$ cat config.mk
export PLATFORM = sky130hd
export DESIGN_NAME = rv32_mem_arbiter
export DESIGN_NICKNAME = d
export VERILOG_FILES = /design/src/rtl/rv32_mem_arbiter.sv
export SDC_FILE = /design/constraint.sdc
export NUM_CORES = 1
export LEC_CHECK = 0
export CAP_MARGIN = 20
export CORE_MARGIN = 2
export CORE_UTILIZATION = 40
export DETAILED_ROUTE_END_ITERATION = 6
export GPL_TIMING_DRIVEN = 0
export PLACE_DENSITY = 0.82
export SETUP_SLACK_MARGIN = 0.05
export SLEW_MARGIN = 25
export SYNTH_ARGS = -nofsm -noshare
export SYNTH_HDL_FRONTEND = slang
export SYNTH_SLANG_ARGS = --single-unit
$ cat constraint.sdc
create_clock -name clk -period 11.1 [get_ports clk]
set_input_delay 2.22 -clock clk [delete_from_list [all_inputs] [get_ports clk]]
set_output_delay 2.22 -clock clk [all_outputs]
set_load 0.005 [all_outputs]
$ cat src/rtl/rv32_mem_arbiter.sv
// Two-requester arbiter sharing one single-port memory bus between the core's
// data and instruction ports; data has fixed priority with a bounded streak.
module rv32_mem_arbiter #(
    parameter int STREAK = 4
) (
    input  logic        clk,
    input  logic        reset,
    input  logic        d_req,
    input  logic [31:0] d_addr,
    input  logic        d_we,
    input  logic [31:0] d_wdata,
    input  logic [3:0]  d_wstrb,
    output logic        d_done,
    output logic [31:0] d_rdata,
    input  logic        i_req,
    input  logic [31:0] i_addr,
    output logic        i_done,
    output logic [31:0] i_rdata,
    output logic        mem_req,
    output logic [31:0] mem_addr,
    output logic        mem_we,
    output logic [31:0] mem_wdata,
    output logic [3:0]  mem_wstrb,
    input  logic        mem_ack,
    input  logic [31:0] mem_rdata,
    output logic        busy,
    output logic        grant_id
);

    typedef enum logic [1:0] {IDLE, BUSY, DONE} state_t;

    localparam logic [3:0] STREAK_MAX = 4'(STREAK);

    state_t      state;
    state_t      state_nxt;
    logic [3:0]  streak;
    logic [31:0] rdata_q;
    logic        take;
    logic        pick_i;

    always_comb begin
        take      = d_req || i_req;
        pick_i    = i_req && (!d_req || streak == STREAK_MAX);
        state_nxt = state;
        case (state)
            IDLE:    if (take) state_nxt = BUSY;
            BUSY:    if (mem_ack) state_nxt = DONE;
            DONE:    state_nxt = IDLE;
            default: state_nxt = IDLE;
        endcase
    end

    always_ff @(posedge clk or posedge reset) begin
        if (reset) state <= IDLE;
        else       state <= state_nxt;
    end

    always_ff @(posedge clk or posedge reset) begin
        if (reset) begin
            streak    <= '0;
            rdata_q   <= '0;
            mem_addr  <= '0;
            mem_we    <= 1'b0;
            mem_wdata <= '0;
            mem_wstrb <= '0;
            grant_id  <= 1'b0;
        end else begin
            if (state == IDLE && take) begin
                grant_id <= pick_i;
                if (pick_i) begin
                    mem_addr  <= i_addr;
                    mem_we    <= 1'b0;
                    mem_wdata <= '0;
                    mem_wstrb <= '0;
                    streak    <= '0;
                end else begin
                    mem_addr  <= d_addr;
                    mem_we    <= d_we;
                    mem_wdata <= d_wdata;
                    mem_wstrb <= d_wstrb;
                    // Streak only grows while fetch is actually waiting.
                    if (!i_req)                    streak <= '0;
                    else if (streak != STREAK_MAX) streak <= streak + 4'd1;
                end
            end
            if (state == BUSY && mem_ack) rdata_q <= mem_rdata;
        end
    end

    assign mem_req = (state == BUSY);
    assign busy    = (state != IDLE);
    assign d_done  = (state == DONE) && !grant_id;
    assign i_done  = (state == DONE) && grant_id;
    assign d_rdata = rdata_q;
    assign i_rdata = rdata_q;

endmodule

-- Word-level counts from Yosys, hierarchy flattened
Cells that the tools add are included.
- flip-flop bits (word level): 108
- input bits: 138
- output and inout bits: 138
- add/sub/neg operators: 1
- multiplexer cells: 10
- reductions and logical operators: 13
- equal/unequal tests: 7
- operators by type and width (operator ; number):
    32-bit 2-to-1 mux ; 2
    4-bit 2-to-1 mux ; 4
    1-bit logical AND ; 5
    4-bit by 1-bit adder with 4-bit output, second input constant ; 1
    4-bit by 3-bit equality test with 1-bit output, second input constant ; 1
    2-bit 2-to-1 mux ; 2
    4-bit by 3-bit inequality test with 1-bit output, second input constant ; 1
    2-bit one-hot mux with 2 select lines ; 1
    2-bit AND reduction ; 2
    3-bit by 1-bit inequality test with 1-bit output, second input constant ; 1
    2-bit by 1-bit equality test with 1-bit output, second input constant ; 1
    2-bit equality test, second input constant ; 1
    1-bit zero test ; 2
    2-bit zero test ; 1
    1-bit logical OR ; 2
    2-bit by 1-bit inequality test with 1-bit output, second input constant ; 1
    2-bit inequality test, second input constant ; 1
    2-bit nonzero test ; 1
    1-bit 2-to-1 mux ; 1

-- Logic depth before layout (Yosys ltp)
Gate-level depths: netlist of run 1.
- depth in word-level cells: 5
- gate-level depth with buffers: 7
- depth with buffers taken out: 5

-- Worst setup path after synthesis of run 1
Ideal clock, no wire load.
- kind: reg2out
- start point: register state[0]
- end point: output port busy
- path buffers: 3
- cell stages (with the launch flop): 6
- slack: 7.710 ns
- arrival: 1.170 ns
- data required time: 8.880 ns
- path through: dfrtp_1 -> nor2_2 -> buf_4 -> buf_2 -> buf_2 -> inv_1
- word-level cells in the longest chain between the ends: 1
- ends and longest elaborated chain (what ; line ; source):
    start, declared ; 34 ; state_t state;
    start signal, assigned ; 55 ; else state <= state_nxt;
    2-bit nonzero test ; 91 ; assign busy = (state != IDLE);
    end, declared ; 26 ; output logic busy,
Every way passes these cells.

-- Worst setup path in the final report of run 1
Same ends and word-level chain as after synthesis.

==> impl_results.md, run 1 <==
* RSZ-0062 raised after global routing: false
* Fillers at 987
* Net Sw Power at approximately 640 µW
* CTS sink cnt at 108
* Crit end category: output pin
* DRT antenna net count at 0
* Synthesized area at between 5000 and 6000 µm²
* DP HPWL at between 10 and 15 mm
* Cts repair resizes at 0
* Post-synthesis register bit count at ~110
* Sequential share of power at 0.333
* Final nets at about 840
* GRT Overall Usage at 0.225
* Crit path arrival time at ~2.3 ns
* Fin Clk Skew at 0.0102 ns
* Post-route minimum period at approximately 4.5 ns
* # port buffers at about 270
* Hold Buf Count CTS at 0
* Sequential area share after synthesis at 0.533
* CTS tree: done
* Routed WL per cell at ~18 µm
* CTS Root Cell: clkbuf_16
* DR iter-0 viols at roughly 300
* Top cell type's share of synthesized area at 0.533
* Slew @ Worst Pin at about 0.64 ns
* PwrDens at ~250 nW/µm²
* Layout area overhead at 65.0%
* Status: complete, no violations
* Clock group share of total power at 0.153
* Internal at between 1 and 1.5 mW
* Width of the die at between 100 and 150 µm
* Switching Fraction at 0.302
* PnR worst setup slack at ~6.6 ns
* Number of synthesized flops with an enable pin at 0
* Drt drc at 0
* First-pass GRT wire length at 23.7 mm
* Fmax achieved at approximately 220 MHz
* H-tree depth at 3
* Critical Path Source Type: flop
* Final Hold Viols at 0
* Crit Path Category: flop to output pin
* Syn. warnings at 0
* Final Max Tran Viols at 0
* GRT overflow at 0
* Synth top area cells: dfrtp_1 53%, mux2_2 7.6%, o2bb2ai_1 6.4%, a221o_1 6.3%, and4_1 5.5%
* CTS clk-pin slew, worst paths at ~0.060 ns
* Post-Route WL at about 16 mm
* Ratio of cells with drive above 1 in the final layout at 0.159
* Initial core utilization at 0.405
* Synth Net Count at 558
* Initial antenna violation count at 0
* Post-synth ARST share at 1.00
* Core area at approximately 13,000 µm²
* R2R depth at 6
* Main flop type after synthesis: dfrtp_1
* Hold Path Sink: mem_wdata[31]$_DFFE_PP0P_
* R2R Setup Slk at 9.07 ns
* Max_slew headroom at 0.571
* Final setup vio count at 0
* Combinational share of power at 0.514
* Placed insts at 865
* Worst R2R End: mem_wdata[0]$_DFFE_PP0P_
* Die ar. at between 10,000 and 15,000 µm²
* Final core occ at 0.668
* Worst EP required at approximately 9 ns
* Pre-CTS setup slack at 6.92 ns
* CTS Buf Count at 9
* Worst-path fanout max at 10
* First-pass DRT Iterations at 4
* Non-filler cells, final at around 880
* Setup TNS at 0 ns
* Setup bufs post-CTS at 0
* Top-count cell post-synth: dfrtp_1
* Die Height at about 120 µm
* Average size of a mapped cell at 12.1 µm²
* Pin count of the biggest net entering global routing at 74
* Via-per-instance ratio at ~5.2
* Fin crit share at 0.407
* CTS max path bufs at 2
* HP Class: flop to flop
* VDD IR max at ~0.10 mV
* Synth Instances at between 400 and 500
* Hold Path Stages at 1
* Top cells by count, synth: 108 x dfrtp_1, 38 x nand3_1, 37 x o2bb2ai_1, 34 x mux2_2, 33 x buf_4
* Row count at 41
* Vias in the first global route at approximately 4,600
* Leakage Power at about 3.6 nW
* Placer Congestion at around 0.76
* Max-Cap Viols at 0
* Min-delay src: mem_wdata[31]$_DFFE_PP0P_
* Synth area leader: dfrtp_1
* ANT cells at 0
* Yosys cell types at 31
* Worst-Skew Late Latency at 0.34 ns
* Io pins at about 280
* R2R Path Start: streak[0]$_DFFE_PP0P_
* Vias post-DR at between 4,000 and 5,000
worst max-delay path: stages (launching register included):
cell,delay [ns]
dfrtp_1,0.44
nor2_2,0.29
buf_4,0.23
buf_2,0.25
buf_2,0.25
inv_1,0.06
clkdlybuf4s50_1,0.44
final cells by class:
cell class,instances,area (µm²),area share
inverter,7,31.3,0.00374
sequential,108,2700,0.323
buffer,75,472,0.0564
clock buffer,13,260,0.0311
tap,172,215,0.0257
timing repair buffer,275,2770,0.331
clock inverter,3,43.8,0.00524
multi-input combinational,228,1870,0.223
power groups by stage:
stage	Combinational (mW)	Sequential (mW)	Clock (mW)
floorplan	0.457	0.700	0
global placement	1.07	0.703	0
detailed placement	1.11	0.710	0
CTS	1.11	0.709	0.333
global route	1.19	0.731	0.347
finish	1.10	0.709	0.326
routing by layer:
metal  up-vias  share of wire  global-route usage
met5         -              0                   0
met4         0          0.024              0.0729
met3        33          0.075              0.0477
met2       233           0.51               0.402
met1      2204           0.39               0.272
li1       2132              -                   -
logic make-up after synthesis:
kind of cell,count (synthesis),share of synthesized area
muxes,34,0.0755
xor gates and xnor gates,1,0.00173
buffers and inverters,82,0.0982
adders and majority gates,2,0.00494
and+or+nand+nor,116,0.150
AOI/OAI and AO/OA,75,0.136
DFF,108,0.533
through the flow:
| step | hold slack (ns) | power [mW] | cell area (µm²) |
|---|---|---|---|
| 2_1_floorplan | 0.479 | 1.16 | 5070 |
| 5_1_grt | 0.509 | 2.27 | 8360 |
| 6_report | 0.491 | 2.13 | 8360 |
| 3_3_place_gp | 0.473 | 1.78 | 8030 |
| 3_5_place_dp | 0.473 | 1.82 | 8060 |
| 4_1_cts | 0.493 | 2.15 | 8360 |
how the worst max path moves through the flow:
| stage | cells after the start | to | startpoint | slack (ns) |
|---|---|---|---|---|
| floorplan | 1 | d_rdata[0]$_DFFE_PP0P_ | reset | 6.03 |
| global placement | 2 | mem_wdata[25]$_DFFE_PP0P_ | reset | 4.55 |
| detailed placement | 6 | busy | state[0]$_DFFE_PP0P_ | 6.92 |
| CTS | 6 | busy | state[0]$_DFFE_PP0P_ | 6.55 |
| global route | 6 | busy | state[0]$_DFFE_PP0P_ | 6.42 |
| finish | 6 | busy | state[0]$_DFFE_PP0P_ | 6.59 |
flip-flops by register name (all words and copies together) (netlist names):
name       count
grant_id       1
streak         4
state          2
mem_we         1
d_rdata       32
mem_addr      32
mem_wdata     32
mem_wstrb      4
cell usage in the layout (no fill, tap or decap), types with 5 or more instances in the layout:
master,netlist,layout
o2bb2ai_1,37,37
nand3_1,38,38
clkdlybuf4s50_1,0,274
clkbuf_16,0,9
buf_2,23,23
and4_1,32,32
buf_4,33,33
mux2_2,34,34
inv_1,7,6
buf_6,5,5
a221o_1,32,32
and3_1,32,32
dfrtp_1,108,108
clkbuf_1,14,16
Power figures use the tool's default switching activity.
==> inputs of run 2 (changes only) <==
Settings changed: CORE_UTILIZATION 40 to 39, PLACE_DENSITY 0.82 to 0.8.
Clock period 11.1 ns to 4.4 ns, I/O delays scaled along.
==> run 2 against run 1 <==
- sequential power grew to 2.5 times the previous value
- die area rose by 2.5%
- critical path depth did not move
- clock-buffer cell count is 1 lower
- first-iteration DRC count decreased by 15%
- cell area fell by 0.30%
- clock power grew 130%
- utilization shrank 1.0 points
- critical endpoint unchanged
==> impl_results.md, run 2 (synthesis gave the netlist of run 1 again) <==
* Final setup vio count at 0 (unchanged)
* Max-Cap Viols at 0 (unchanged)
* Pre-CTS setup slack at 1.53 ns (was 6.92 ns)
* Post-route minimum period at roughly 3.2 ns
* Placer Congestion at 0.806 (was 0.761)
* ANT cells at 0 (unchanged)
* Critical path cell sequence: nor2_2 -> buf_4 -> buf_2 -> buf_2 -> inv_1 -> clkdlybuf4s50_1 (unchanged)
* Core area at 12,700 µm² (was 12,500 µm²)
* Slew @ Worst Pin at 0.654 ns (was 0.639 ns)
* Worst-Skew Late Latency at 0.34 ns (about the same)
* Die Height at 118 µm (was 117 µm)
* Critical Path Source Type: flop (unchanged)
* Max_slew headroom at 0.561 (was 0.571)
* CP max stage cell: dfrtp_1 (unchanged)
* Final core occ at 0.658 (was 0.668)
* WP buf/inv at 5 (unchanged)
* Final Hold Viols at 0 (unchanged)
* Initial antenna violation count at 0 (unchanged)
* Vias in the first global route at 4,623 (was 4,566)
* Pin count of the biggest net entering global routing at 78 (was 74)
* DP HPWL at 12.0 mm (was 12.1 mm)
* Fmax achieved at 314 MHz
* RSZ-0062 raised after global routing: false (unchanged)
* Commonest non-fill, non-tap cells in the layout: 274 x clkdlybuf4s50_1, 108 x dfrtp_1, 38 x nand3_1 (unchanged)
* Final nets at 844 (unchanged)
* Setup TNS at 0 ns (unchanged)
* Routed WL per cell at 17.8 µm (was 17.9 µm)
* Fin Clk Skew at 0.00955 ns (was 0.0102 ns)
* Critical path's top delay family: buffers and inverters (unchanged)
* Worst EP required at 3.52 ns (was 8.88 ns)
* Switching Fraction at 0.306 (was 0.302)
* Die ar. at 13,900 µm² (was 13,600 µm²)
* CTS max path bufs at 2 (unchanged)
* Vias post-DR at 4,597 (was 4,602)
* Internal at 3.68 mW (was 1.49 mW)
* Worst-path fanout max at 10 (unchanged)
* Sequential share of power at 0.336 (was 0.333)
* Crit end category: output pin (unchanged)
* CTS Buf Count at 9 (unchanged)
* H-tree depth at 3 (unchanged)
* Clock group share of total power at 0.144 (was 0.153)
* Cts repair resizes at 0 (unchanged)
* Placed insts at 865 (unchanged)
* GRT Overall Usage at 0.222 (was 0.225)
* Drt drc at 0 (unchanged)
* Io pins at 276 (unchanged)
* Status: complete, no violations (unchanged)
* HP Class: flop to flop (unchanged)
* Area after DPL at 8060 µm² (unchanged)
* First-pass GRT wire length at 24.6 mm (was 23.7 mm)
* VDD IR max at 0.249 mV (was 0.0995 mV)
* Max incr delay on CP at 0.45 ns (was 0.44 ns)
* Row count at 41 (unchanged)
* Crit Path Category: flop to output pin (unchanged)
* Net Sw Power at 1.62 mW (was 643 µW)
* Via-per-instance ratio at 5.22 (about the same)
* Initial core utilization at 0.400 (was 0.405)
* Combinational share of power at 0.520 (was 0.514)
* Fin crit share at 0.723
* First-pass DRT Iterations at 4 (unchanged)
* CTS clk-pin slew, worst paths at 0.07 ns (was 0.06 ns)
* PnR worst setup slack at 1.22 ns (was 6.59 ns)
* Crit path arrival time at 2.30 ns (was 2.29 ns)
* Leakage Power at 3.58 nW (was 3.61 nW)
* Non-filler cells, final at 881 (unchanged)
* CTS sink cnt at 108 (unchanged)
* Cell area after layout at 8340 µm² (was 8360 µm²)
* Setup bufs post-CTS at 0 (unchanged)
* DRT antenna net count at 0 (unchanged)
* Layout area overhead at 64.5% (was 65.0%)
* Critical path launch point: state[0]$_DFFE_PP0P_ (unchanged)
* Post-Route WL at 15.6 mm (was 15.7 mm)
* GRT overflow at 0 (unchanged)
* PwrDens at 637 nW/µm² (was 255 nW/µm²)
* Ratio of cells with drive above 1 in the final layout at 0.159 (unchanged)
* Final Max Tran Viols at 0 (unchanged)
* Hold Buf Count CTS at 0 (unchanged)
* Most frequent CP cell: buf_2 (unchanged)
* DR iter-0 viols at 255 (was 299)
* Min-delay src: mem_wdata[18]$_DFFE_PP0P_ (was mem_wdata[31]$_DFFE_PP0P_)
* Width of the die at 118 µm (was 117 µm)
* Most common cell after layout, fill and taps aside: clkdlybuf4s50_1 (unchanged)
* # port buffers at 274 (unchanged)
* CTS tree: done (unchanged)
* R2R Path Start: streak[0]$_DFFE_PP0P_ (unchanged)
* CTS Root Cell: clkbuf_16 (unchanged)
[run 2: cell type report]
cell class / count / area, µm²
clock inverter: 4 / 32.5
clock buffer: 12 / 246
fill: 931 / 4330
inverter: 7 / 31.3
tap: 172 / 215
sequential: 108 / 2700
buffer: 75 / 472
timing repair buffer: 275 / 2770
multi-input combinational: 228 / 1870
[run 2: per-layer routing]
layer / global-route usage / wire length, µm / up-vias
met5: 0 / 0 / -
met4: 0.0858 / 426 / 0
met3: 0.0436 / 975 / 33
met2: 0.391 / 7930 / 205
met1: 0.267 / 6310 / 2233
li1: - / - / 2126
[run 2: power by group through the flow]
stage	combinational, mW	sequential [mW]	clock (mW)
global route	2.96	1.84	0.813
finish	2.76	1.78	0.766
global placement	2.72	1.77	0
detailed placement	2.79	1.79	0
floorplan	1.15	1.77	0
CTS	2.79	1.79	0.778
[run 2: worst paths after layout]
| path | to | slack [ns] | cells after the start |
|---|---|---|---|
| worst max-delay path | busy | 1.22 | 6 |
| worst min-delay path | mem_wdata[18]$_DFFE_PP0P_ | 0.49 | 1 |
| worst max register to register | mem_wdata[1]$_DFFE_PP0P_ | 2.29 | 6 |
| worst min register to register | mem_wdata[18]$_DFFE_PP0P_ | 0.49 | 1 |
| max in group asynchronous | mem_addr[28]$_DFFE_PP0P_ | 2.85 | 3 |
| min in group asynchronous | mem_addr[13]$_DFFE_PP0P_ | 0.89 | 2 |
[run 2: metrics by stage]
stage	power [mW]	hold slack (ns)
after floorplan	2.92	0.479
after global placement	4.49	0.474
after detailed placement	4.58	0.473
after CTS	5.36	0.498
after global routing	5.61	0.504
final	5.31	0.495
